File: src/rtl/trig_seq_pkg.sv
// Shared constants for the AXI-Stream trigger sequencer.
//   ST_*  : FSM state encodings (also reported on state_out)
//   DIR_* : crossing direction selects for cfg_direction
package trig_seq_pkg;

  localparam int unsigned ST_W = 3;

  localparam logic [ST_W-1:0] ST_IDLE    = 3'd0;
  localparam logic [ST_W-1:0] ST_PRE     = 3'd1;
  localparam logic [ST_W-1:0] ST_WAIT    = 3'd2;
  localparam logic [ST_W-1:0] ST_POST    = 3'd3;
  localparam logic [ST_W-1:0] ST_HOLDOFF = 3'd4;

  localparam logic DIR_RISING  = 1'b0;
  localparam logic DIR_FALLING = 1'b1;

endpackage

File: src/rtl/axis_hyst_cross.sv
// Hysteresis-qualified level-crossing detector.
//   aclk, aresetn : clock, synchronous active-low reset
//   sample, valid : signed input sample and its valid
//   level, hyst   : signed trigger level, unsigned hysteresis band
//   direction     : DIR_RISING / DIR_FALLING
//   clear         : FSM is entering WAIT; drop qualification unless this sample re-qualifies
//   cross_c       : combinational, valid qualified sample beyond the level
module axis_hyst_cross
  import trig_seq_pkg::*;
#(
  parameter int unsigned W = 16
) (
  input  logic         aclk,
  input  logic         aresetn,
  input  logic [W-1:0] sample,
  input  logic         valid,
  input  logic [W-1:0] level,
  input  logic [W-1:0] hyst,
  input  logic         direction,
  input  logic         clear,
  output logic         cross_c
);

  localparam int unsigned XW = W + 2;

  // Two guard bits so level +/- hyst never wraps.
  logic signed [XW-1:0] sample_x, level_x, hyst_x, lo_x, hi_x;
  logic                 beyond_c, over_c, qual;

  assign sample_x = {{2{sample[W-1]}}, sample};
  assign level_x  = {{2{level[W-1]}}, level};
  assign hyst_x   = {2'b00, hyst};
  assign lo_x     = level_x - hyst_x;
  assign hi_x     = level_x + hyst_x;

  // beyond_c: sample on the arming side of the band; over_c: sample past the level.
  always_comb begin
    beyond_c = 1'b0;
    over_c   = 1'b0;
    if (direction == DIR_FALLING) begin
      beyond_c = (sample_x > hi_x);
      over_c   = (sample_x < level_x);
    end else begin
      beyond_c = (sample_x < lo_x);
      over_c   = (sample_x > level_x);
    end
  end

  // Qualification flag; a re-qualifying sample wins over the clear.
  always_ff @(posedge aclk) begin
    if (!aresetn) begin
      qual <= 1'b0;
    end else if (valid && beyond_c) begin
      qual <= 1'b1;
    end else if (clear) begin
      qual <= 1'b0;
    end
  end

  assign cross_c = valid & qual & over_c;

endmodule

File: src/rtl/axis_trigger_sequencer.sv
// Arms, qualifies and sequences a level-crossing capture on a signed ADC stream.
//   aclk, aresetn        : clock, synchronous active-low reset
//   s_axis_*             : input stream (never stalled)
//   m_axis_*             : passthrough stream, tvalid gated to the capture window
//   cfg_*                : trigger level/hysteresis/direction, pre/post/holdoff counts, auto re-arm
//   arm, abort, force_trig : control strobes
//   trig_pulse, busy, done, state_out, trig_count : status
module axis_trigger_sequencer
  import trig_seq_pkg::*;
#(
  parameter int unsigned AXIS_TDATA_WIDTH = 16,
  parameter int unsigned CNT_WIDTH        = 32
) (
  input  logic                        aclk,
  input  logic                        aresetn,
  input  logic [AXIS_TDATA_WIDTH-1:0] s_axis_tdata,
  input  logic                        s_axis_tvalid,
  output logic                        s_axis_tready,
  output logic [AXIS_TDATA_WIDTH-1:0] m_axis_tdata,
  output logic                        m_axis_tvalid,
  input  logic [AXIS_TDATA_WIDTH-1:0] cfg_level,
  input  logic [AXIS_TDATA_WIDTH-1:0] cfg_hyst,
  input  logic                        cfg_direction,
  input  logic [CNT_WIDTH-1:0]        cfg_pre,
  input  logic [CNT_WIDTH-1:0]        cfg_post,
  input  logic [CNT_WIDTH-1:0]        cfg_holdoff,
  input  logic                        cfg_auto,
  input  logic                        arm,
  input  logic                        abort,
  input  logic                        force_trig,
  output logic                        trig_pulse,
  output logic                        busy,
  output logic                        done,
  output logic [2:0]                  state_out,
  output logic [CNT_WIDTH-1:0]        trig_count
);

  logic [ST_W-1:0]      state, state_nxt;
  logic [CNT_WIDTH-1:0] cnt, cnt_nxt;
  logic                 arm_d, arm_rise_c, done_nxt, pulse_nxt;
  logic                 pre_done_c, enter_wait_c, cross_c, trig_c, window_c;

  assign s_axis_tready = 1'b1;
  assign m_axis_tdata  = s_axis_tdata;
  assign window_c      = (state == ST_PRE) || (state == ST_WAIT) || (state == ST_POST);
  assign m_axis_tvalid = s_axis_tvalid & window_c;
  assign state_out     = state;

  assign arm_rise_c   = arm & ~arm_d;
  assign pre_done_c   = (cfg_pre == '0) || (s_axis_tvalid && (cnt == cfg_pre - CNT_WIDTH'(1)));
  assign enter_wait_c = (state == ST_PRE) && pre_done_c && !abort;
  assign trig_c       = (state == ST_WAIT) && (force_trig || cross_c);

  axis_hyst_cross #(.W(AXIS_TDATA_WIDTH)) u_cross (
    .aclk      (aclk),
    .aresetn   (aresetn),
    .sample    (s_axis_tdata),
    .valid     (s_axis_tvalid),
    .level     (cfg_level),
    .hyst      (cfg_hyst),
    .direction (cfg_direction),
    .clear     (enter_wait_c),
    .cross_c   (cross_c)
  );

  // Next-state logic; one counter is reused by PRE, POST and HOLDOFF.
  always_comb begin
    state_nxt = state;
    cnt_nxt   = cnt;
    done_nxt  = done;
    pulse_nxt = 1'b0;
    case (state)
      ST_IDLE: begin
        if (arm_rise_c) begin
          state_nxt = ST_PRE;
          cnt_nxt   = '0;
          done_nxt  = 1'b0;
        end
      end
      ST_PRE: begin
        if (pre_done_c) begin
          state_nxt = ST_WAIT;
        end else if (s_axis_tvalid) begin
          cnt_nxt = cnt + CNT_WIDTH'(1);
        end
      end
      ST_WAIT: begin
        if (trig_c) begin
          pulse_nxt = 1'b1;
          cnt_nxt   = '0;
          if (cfg_post == '0) begin
            state_nxt = ST_HOLDOFF;
            done_nxt  = 1'b1;
          end else begin
            state_nxt = ST_POST;
          end
        end
      end
      ST_POST: begin
        if (s_axis_tvalid) begin
          if (cnt == cfg_post - CNT_WIDTH'(1)) begin
            state_nxt = ST_HOLDOFF;
            cnt_nxt   = '0;
            done_nxt  = 1'b1;
          end else begin
            cnt_nxt = cnt + CNT_WIDTH'(1);
          end
        end
      end
      ST_HOLDOFF: begin
        if (cnt == cfg_holdoff) begin
          state_nxt = cfg_auto ? ST_PRE : ST_IDLE;
          cnt_nxt   = '0;
        end else begin
          cnt_nxt = cnt + CNT_WIDTH'(1);
        end
      end
      default: begin
        state_nxt = ST_IDLE;
        cnt_nxt   = '0;
      end
    endcase
    // Abort overrides everything, leaving done as it was.
    if (abort) begin
      state_nxt = ST_IDLE;
      cnt_nxt   = '0;
      done_nxt  = done;
      pulse_nxt = 1'b0;
    end
  end

  // State and status registers.
  always_ff @(posedge aclk) begin
    if (!aresetn) begin
      state      <= ST_IDLE;
      cnt        <= '0;
      arm_d      <= 1'b0;
      done       <= 1'b0;
      busy       <= 1'b0;
      trig_pulse <= 1'b0;
      trig_count <= '0;
    end else begin
      state      <= state_nxt;
      cnt        <= cnt_nxt;
      arm_d      <= arm;
      done       <= done_nxt;
      busy       <= (state_nxt != ST_IDLE);
      trig_pulse <= pulse_nxt;
      if (pulse_nxt) begin
        trig_count <= trig_count + CNT_WIDTH'(1);
      end
    end
  end

endmodule

File: config.mk
export PLATFORM = sky130hd
export DESIGN_NAME = axis_trigger_sequencer
export DESIGN_NICKNAME = d
export VERILOG_FILES = /design/src/rtl/trig_seq_pkg.sv /design/src/rtl/axis_hyst_cross.sv /design/src/rtl/axis_trigger_sequencer.sv
export SDC_FILE = /design/constraint.sdc
export NUM_CORES = 1
export LEC_CHECK = 0
export ABC_AREA = 0
export CORE_MARGIN = 2
export CORE_UTILIZATION = 40
export CTS_CLUSTER_SIZE = 40
export DETAILED_ROUTE_END_ITERATION = 12
export PLACE_DENSITY = 0.65
export REMOVE_ABC_BUFFERS = 1
export SKIP_LAST_GASP = 1
export SYNTH_ARGS = -nofsm -noshare
export SYNTH_HDL_FRONTEND = slang
export SYNTH_HIERARCHICAL = 1
export SYNTH_SLANG_ARGS = --single-unit
File: constraint.sdc
create_clock -name aclk -period 5.6 [get_ports aclk]
set_clock_uncertainty 0.15 [all_clocks]
set_input_delay 0.84 -clock aclk [delete_from_list [all_inputs] [get_ports aclk]]
set_output_delay 0.84 -clock aclk [all_outputs]
set_load 0.05 [all_outputs]
# Yosys cells after proc, flatten, opt, wreduce, memory -nomap -nowiden
# Cells that the tools add are included.
# W data, S select, Z words.
[word_totals]
register_bits = 72
in_bits = 152
output_inout_bits = 56
word_cells = 89
[classes]
n_addsub = 6
n_lt_le_gt_ge = 4
n_eq_ne = 14
muxes = 31
n_bitwise = 7
reduce_logical = 19
[op_table]
columns = ["operator", "n"]
rows = [
  ["$mux W32", 7],
  ["$pmux W32 S5", 1],
  ["$eq A32 B32 Y1", 3],
  ["$add A32 B1 Y32 const B", 2],
  ["$logic_not A32 Y1", 2],
  ["$sub A32 B1 Y32 const B", 2],
  ["$mux W3", 8],
  ["$add A16 B17 Y18", 1],
  ["$gt A16 B18 Y1", 1],
  ["$lt A16 B18 Y1", 1],
  ["$sub A16 B17 Y18", 1],
  ["$gt A16 B16 Y1", 1],
  ["$lt A16 B16 Y1", 1],
  ["$pmux W3 S5", 1],
  ["$mux W1", 13],
  ["$ne A2 B2 Y1 const B", 5],
  ["$reduce_and A7 Y1", 1],
  ["$eq A3 B2 Y1 const B", 2],
  ["$reduce_bool A3 Y1", 2],
  ["$logic_and A1 B1 Y1", 5],
  ["$reduce_and A5 Y1", 1],
  ["$and A1 B1 Y1", 4],
  ["$logic_or A1 B1 Y1", 4],
  ["$ne A2 B1 Y1 const B", 2],
  ["other kinds (8)", 10],
]

# Depth between registers and ports, before layout
# Gate-level depths: netlist (run 1).
[depth]
word_depth = 9
depth_mapped = 19
depth_no_buf = 19

# Cells and area by module
# Netlist (run 1), hierarchy kept.
[by_module_without_submodules]
columns = ["mod", "n_inst", "cells_per_inst", "area_per_inst_um2", "seq_area_each_um2"]
rows = [
  ["axis_trigger_sequencer", 1, 937, 7041.8, 1421.4],
  ["axis_hyst_cross", 1, 387, 2812.7, 20.0],
]

# Worst setup path before layout (run 1)
# Ideal clock, no wire load.
[synth_path]
path_type = "input-to-reg"
start = "in cfg_level[5]"
end = "reg trig_count[29]"
setup_time_ns = 0.070
arrival_ns = 4.098
required_time_ns = 5.380
setup_slack_ns = 1.282
stages = 16
path_buffers = 0
cell_sequence = "inv_1 ha_1 a21o_1 a21o_1 a21oi_1 o21ai_1 o41ai_1 mux2i_1 o21bai_1 nor4_2 nand3_1 nor2_1 and4_1 nand2b_1 or3_1 a21oi_1"
[synth_via]
elab_chain_cells = 8
elab_cells_between_ends = 9
classes_between = "2 x order compare; 4 x mux; 1 x bitwise; 2 x reduce/logical"
[synth_lines]
columns = ["element", "line_no", "text"]
rows = [
  ["start, declared", "axis_trigger_sequencer.sv:21", "input logic [AXIS_TDATA_WIDTH-1:0] cfg_level,"],
  ["$gt A16 B16 Y1 or $lt A16 B16 Y1 (tied branches)", "axis_hyst_cross.sv:45, axis_hyst_cross.sv:42", ""],
  ["$mux W1 *", "axis_hyst_cross.sv:40", "if (direction == DIR_FALLING) begin"],
  ["$and A1 B1 Y1 *", "axis_hyst_cross.sv:60", "assign cross_c = valid & qual & over_c;"],
  ["via cross_c", "axis_trigger_sequencer.sv:41", "logic pre_done_c, enter_wait_c, cross_c, trig_c, window_c;"],
  ["$logic_or A1 B1 Y1 *", "axis_trigger_sequencer.sv:52", "assign trig_c = (state == ST_WAIT) && (force_trig || cross_c);"],
  ["$logic_and A1 B1 Y1 *", "axis_trigger_sequencer.sv:52", ""],
  ["$mux W1 *", "axis_trigger_sequencer.sv:88", "if (trig_c) begin"],
  ["$mux W1 *", "axis_trigger_sequencer.sv:72", "case (state)"],
  ["$mux W1 *", "axis_trigger_sequencer.sv:124", "if (abort) begin"],
  ["end signal, assigned", "axis_trigger_sequencer.sv:150", "trig_count <= trig_count + CNT_WIDTH'(1);"],
  ["end, declared", "axis_trigger_sequencer.sv:35", "output logic [CNT_WIDTH-1:0] trig_count"],
]
# The timed path passes the listed nets; every way through them passes the cells marked *.
# A chain may end at the register's enable or synchronous reset.

# Final worst setup path (run 1)
[layout_path]
start = "in cfg_level[1]"
end = "reg trig_count[31]"
# The elaborated chain is that of the path after synthesis.

==> summary.md, run 1 <==
| Metric | Value |
|---|---|
| Worst Tran Pin Value | `1.03 ns` |
| Ys flop type | `dfxtp_1` |
| Pre-CTS WS | `0.420 ns` |
| Fin. max-slew vios | `0` |
| R2r startpoint | `cnt[5]` |
| Worst EP required | `5.70 ns` |
| Gr busiest metal | `met2` |
| Resize count post-CTS | `0` |
| Clk sink count | `72` |
| Congestion Overflow GR | `0` |
| Initial Util | `40.6%` |
| Worst vdd rail ir drop | `0.000131 V` |
| Hold EP | `done` |
| Total number of vias | `10500` |
| Hold Crit Start | `done` |
| Layout area overhead | `25.3%` |
| # nets final | `1708` |
| Tot Pwr | `1.86 mW` |
| Max Fclk | `206 MHz` |
| GPL Wtd Cong | `0.952` |
| Crit path max fanout | `7` |
| Seq/Total Area, Yosys | `14.6%` |
| Hold path depth | `2` |
| Met3 Track Usage GR | `3.64%` |
| Worst r2r dst | `cnt[4]` |
| # fillers | `2391` |
| CTS Buffer Depth | `2` |
| Die Wd | `161 µm` |
| WS Path Type | `primary input to flop` |
| R2R depth | `10` |
| Flops & latches, synth | `72` |
| CP Launch Type | `primary input` |
| Static leakage | `4.40 nW` |
| Die height | `161 µm` |
| Post-Route WL | `31800 µm` |
| Finished Cell Area | `12300 µm²` |
| Num CTS Buffers | `9` |
| Hold Buf Count CTS | `0` |
| DP HPWL | `25600 µm` |
| Total GRT Usage | `24.0%` |
| Max_cap viols | `0` |
| Post-CTS Setup Inserts | `0` |
| H-tree depth | `3` |
| Core Region | `24200 µm²` |
| CTS tree | `built` |
| M2 GR Usage | `39.0%` |
| Util after Layout | `50.9%` |
| Slew HR | `31.5%` |
| CP Capture Type | `flop` |
| Vias in the first global route | `9618` |
| RSZ-0062 raised after global routing | `no` |
| Antenna Violating Nets Remaining | `0` |
| YS warnings | `6` |
| Mapped cell area | `9850 µm²` |
| Number of I/O port buffers | `206` |
| # setup viols final | `0` |
| Cell Area, Placed | `12000 µm²` |
| Avg Cell Area, Syn | `7.44 µm²` |
| Largest net degree at the start of global routing | `62` |
| Wire per inst | `17.7 µm` |
| Asr flop ratio synth | `0%` |
| Final hold violation count | `0` |
| Status | `finished, final reports clean` |
| Period utilization | `86.7%` |
| CTS clock-pin slew for the worst setup and hold paths | `0.06 ns` |
| First-pass GRT wire length | `50800 µm` |
| Pre-antenna DRT Iters | `5` |
| GR Layer Usage met1 | `33.6%` |
| Share of cells above drive strength 1 | `5.58%` |
| Initial drt markers | `848` |
| # rows | `57` |
| Ports | `208` |
| Synth cell types | `94` |
| Critical Path AT | `4.96 ns` |
| Pwr Density | `150 nW/µm²` |
| Min-delay worst type | `flop to flop` |
| Setup TNS Final | `0 ns` |
| Final worst setup slack | `0.744 ns` |
| Die area | `25900 µm²` |
| Crit path time final | `4.86 ns` |
| Via density | `5.83` |
| Flop-to-flop setup slack | `1.87 ns` |
| DR DRC count | `0` |
| CTS root buffer | `clkbuf_16` |
| Inserted Diodes | `0` |
| Cells after Synth | `1324` |
| Post-synth EDFFs | `0` |
| Initial antenna violation count | `0` |
| Worst skew pair latency | `0.34 ns` |
-- registers in the layout, indices dropped and copies added (netlist names) --
register and count:
trig_pulse 1, cnt 32, trig_count 32, done 1
busy 1, u_cross/qual 1, arm_d 1, state_out 3
-- cell type report --
cell class / instances / area (µm²) / share of cell area (%)
sequential: 72 / 1440 / 11.7
tap: 324 / 405 / 3.28
clock inverter: 6 / 90.1 / 0.730
inverter: 73 / 274 / 2.22
clock buffer: 10 / 239 / 1.94
multi-input combinational: 1088 / 7710 / 62.4
timing repair buffer: 221 / 2190 / 17.7
-- Yosys cell counts, drive strengths merged, types with 7 or more instances --
library cell    n  share of area [%]
and3           35                2.2
buf            35                2.4
or3            28                1.9
a21o           11               0.84
or2            15               0.95
o21ai          51                2.6
a32oi          28                2.5
clkbuf         56                2.1
nand4          41                2.6
xor2           36                3.2
nand2          89                3.4
xnor2         121                 11
dfxtp          72                 15
and4            7               0.62
nor2b          18                1.2
a31oi          13               0.98
a21oi          73                3.8
nor2          110                4.2
nor3b          11               0.84
ha             89                 11
o31ai          11               0.94
nor4           34                2.8
or4            19                1.5
nor3           36                1.9
nor4b           7               0.62
nand2b         19                1.3
o41ai          22                2.0
inv            73                2.8
nand3          43                2.2
nand3b          8               0.61
o22ai           9               0.57
o21bai         10               0.80
o211ai         12               0.91
-- through the flow --
| stage | instances | hold WS [ns] |
|---|---|---|
| finish | 1794 | 0.337 |
| floorplan | 1233 | 0.359 |
| global placement | 1778 | 0.313 |
| global route | 1794 | 0.382 |
| detailed placement | 1778 | 0.323 |
| CTS | 1794 | 0.334 |
-- worst max path at each step --
stage                       startpoint  cells after the start        endpoint
after floorplan             cfg_pre[0]                     11         cnt[30]
after global placement    cfg_level[1]                     18  trig_count[29]
after detailed placement  cfg_level[1]                     18  trig_count[27]
after CTS                 cfg_level[1]                     18  trig_count[27]
after global routing      cfg_level[1]                     18  trig_count[31]
final                     cfg_level[1]                     18  trig_count[31]
-- cell families after synthesis --
group | after synthesis | synth area share, %
multiplexers | 8 | 0.965
other | 1 | 0.0381
flip-flops | 72 | 14.6
AO/OA/AOI/OAI | 293 | 21.1
AND/OR/NAND/NOR | 538 | 30.3
XOR/XNOR | 157 | 14.0
buffers and inverters | 164 | 7.29
adder cells (fa/ha/maj) | 91 | 11.7
-- power by group --
group	total (mW)	internal, mW	switching (mW)
clock network	0.638	0.405	0.233
registers	0.519	0.516	0.00289
logic	0.700	0.321	0.379
total	1.86	1.24	0.615
-- cells in the final DEF (no fill, tap or decap), types with 36 or more instances in the layout --
cell,netlist,routed
a21oi_1,71,71
clkdlybuf4s50_1,0,206
dfxtp_1,72,72
ha_1,89,89
inv_1,70,70
nand2_1,89,89
nand3_1,43,43
nand4_1,41,41
nor2_1,108,107
xnor2_1,121,121
xor2_1,36,36
-- layer usage --
metal  up-vias  wire length (µm)  share of wire [%]
met4         0               607                1.9
met1      4861             14500                 46
met2       404             14400                 45
met3        44              2270                7.1
met5         -                 0                  0
li1       5150                 -                  -
-- worst max-delay path: stages --
cell and delay, ns:
clkdlybuf4s50_1 0.57, inv_1 0.11, ha_1 0.30, nor2b_1 0.13, o21ai_0 0.15, nand2b_1 0.07
a21oi_1 0.16, nor3_1 0.06, o41ai_1 0.39, mux2i_1 0.36, o21bai_1 0.21, nor4_2 0.31
nand3_1 0.14, nor2_1 0.21, and4_1 0.25, nand2b_1 0.16, or3_1 0.38, a21oi_1 0.14
No activity file was read; power rests on OpenSTA's default activity.
==> inputs of run 2 (changes only) <==
- CELL_PAD_IN_SITES_DETAIL_PLACEMENT: unset -> 1
- CELL_PAD_IN_SITES_GLOBAL_PLACEMENT: unset -> 1
- CORE_UTILIZATION: 40 -> 38
- PLACE_DENSITY: 0.65 -> unset
- PLACE_DENSITY_LB_ADDON: unset -> 0.1
- SKIP_LAST_GASP: 1 -> unset
==> summary.md, run 2 (synthesized netlist as in run 1, its figures left out) <==
| Metric | Value |
|---|---|
| Status | `finished, final reports clean (unchanged)` |
| GPL Wtd Cong | `0.916 (was 0.952)` |
| Die Wd | `165 µm (was 161 µm)` |
| Initial Util | `38.9% (was 40.6%)` |
| Max_cap viols | `0 (unchanged)` |
| H-tree depth | `3 (unchanged)` |
| Total GRT Usage | `25.8% (was 24.0%)` |
| Num CTS Buffers | `9 (unchanged)` |
| Final hold violation count | `0 (unchanged)` |
| Static leakage | `4.42 nW (was 4.40 nW)` |
| Most common cell after layout, fill and taps aside | `clkdlybuf4s50_1 (unchanged)` |
| Hold_ws | `0.332 ns (was 0.337 ns)` |
| CTS Buffer Depth | `2 (unchanged)` |
| Crit path time final | `5.12 ns (was 4.86 ns)` |
| Share of cells above drive strength 1 | `5.90% (was 5.58%)` |
| Worst EP required | `5.71 ns (was 5.70 ns)` |
| Largest net degree at the start of global routing | `40 (was 62)` |
| Resize count post-CTS | `0 (unchanged)` |
| Clk sink count | `72 (unchanged)` |
| Worst Tran Pin Value | `1.08 ns (was 1.03 ns)` |
| Slowest cell on crit path | `clkdlybuf4s50_1 (unchanged)` |
| CP Capture Type | `flop (unchanged)` |
| Min-delay worst type | `flop to flop (unchanged)` |
| Period utilization | `91.4% (was 86.7%)` |
| Hold path depth | `2 (unchanged)` |
| Die height | `165 µm (was 161 µm)` |
| Cell family with most CP delay | `simple AND/OR/NAND/NOR gates (unchanged)` |
| DP HPWL | `28700 µm (was 25600 µm)` |
| Initial drt markers | `606 (was 848)` |
| Congestion Overflow GR | `0 (unchanged)` |
| Post-CTS Setup Inserts | `0 (unchanged)` |
| Ports | `208 (unchanged)` |
| WP depth | `18 (unchanged)` |
| Total number of vias | `10700 (was 10500)` |
| CP bufs+invs | `2 (unchanged)` |
| Crit path max fanout | `7 (unchanged)` |
| Fin. max-slew vios | `0 (unchanged)` |
| Die area | `27200 µm² (was 25900 µm²)` |
| Util after Layout | `48.9% (was 50.9%)` |
| DR DRC count | `0 (unchanged)` |
| Antenna Violating Nets Remaining | `0 (unchanged)` |
| First-pass GRT wire length | `56000 µm (was 50800 µm)` |
| Pre-antenna DRT Iters | `5 (unchanged)` |
| Worst skew pair latency | `0.34 ns (about the same)` |
| Post-Route WL | `35700 µm (was 31800 µm)` |
| # nets final | `1713 (was 1708)` |
| Wire per inst | `19.8 µm (was 17.7 µm)` |
| Setup TNS Final | `0 ns (unchanged)` |
| Via density | `5.91 (was 5.83)` |
| Max Fclk | `195 MHz (was 206 MHz)` |
| Critical-path cell list | `clkdlybuf4s50_1 > inv_1 > ha_1 > nor2b_1 > o21ai_0 > nand2b_1 > a21oi_1 > nor3_1 > o41ai_1 > mux2i_1 > o21bai_1 > nor4_2 > nand3_1 > nor2_1 > and4_1 > nand2b_1 > or3_1 > a21oi_1 (unchanged)` |
| Vias in the first global route | `10500 (was 9618)` |
| CTS tree | `built (unchanged)` |
| Worst vdd rail ir drop | `0.000147 V (was 0.000131 V)` |
| Slew HR | `27.7% (was 31.5%)` |
| RSZ-0062 raised after global routing | `no (unchanged)` |
| Core Region | `25300 µm² (was 24200 µm²)` |
| R2R depth | `10 (unchanged)` |
| CTS clock-pin slew for the worst setup and hold paths | `0.06 ns (about the same)` |
| Slowest cell delay on critical path | `0.56 ns (was 0.57 ns)` |
| CTS root buffer | `clkbuf_16 (unchanged)` |
| # rows | `58 (was 57)` |
| Most frequent cells in the layout | `clkdlybuf4s50_1 (206), xnor2_1 (121), nor2_1 (107) (unchanged)` |
| Hold Buf Count CTS | `0 (unchanged)` |
| Layout area overhead | `25.7% (was 25.3%)` |
| # setup viols final | `0 (unchanged)` |
| CP Launch Type | `primary input (unchanged)` |
| Pwr Density | `152 nW/µm² (was 150 nW/µm²)` |
| Inserted Diodes | `0 (unchanged)` |
| Critical Path AT | `5.22 ns (was 4.96 ns)` |
| Number of I/O port buffers | `206 (unchanged)` |
| Initial antenna violation count | `1 (was 0)` |
| WS Path Type | `primary input to flop (unchanged)` |
-- run 2: layout make-up --
type	instances	area, µm²
Timing Repair Buffer	226	2220
Clock inverter	7	101
Multi-Input combinational cell	1088	7710
Fill cell	3139	12900
Clock buffer	9	225
Tap cell	330	413
Inverter	73	274
Sequential cell	72	1440
-- run 2: path summary, 6_finish.rpt --
path | from | end | slack, ns
setup reg to reg | cnt[5] | cnt[11] | 1.85
hold reg to reg | done | done | 0.33
setup / recovery | cfg_level[1] | trig_count[31] | 0.48
hold / removal | done | done | 0.33
-- run 2: report_power, final --
group / leakage (nW) / total [mW] / switching (mW) / internal, mW
Sequential: 0.581 / 0.519 / 0.00317 / 0.516
Clock: 0.153 / 0.639 / 0.245 / 0.394
Combinational: 3.69 / 0.721 / 0.397 / 0.324
-- run 2: worst register-to-register path, stage by stage, from the launching register on --
cell and delay (ns):
dfxtp_1 0.72, xnor2_1 0.18, or3_4 0.36, a2111oi_4 0.46
nand2_1 0.12, or4_1 0.46, nor4_2 0.43, a31oi_4 0.15
buf_4 0.27, a32oi_1 0.23, o41ai_1 0.10
-- run 2: metal layers --
layer,routed length [µm],GRT usage [%],vias to the layer above
li1,-,-,5138
met3,1690,3.69,54
met4,728,5.97,0
met5,0,0,-
met1,16400,34.8,5179
met2,16900,43.3,299
-- run 2: per-stage QoR --
stage               power (mW)  cells  worst slack (ns)  cell area, µm²
floorplan                0.926   1233             0.780            9410
global placement          1.23   1789             0.268           12100
detailed placement        1.24   1789             0.112           12100
CTS                       1.89   1805             0.465           12400
global route              1.99   1805            0.0877           12400
finish                    1.88   1805             0.484           12400
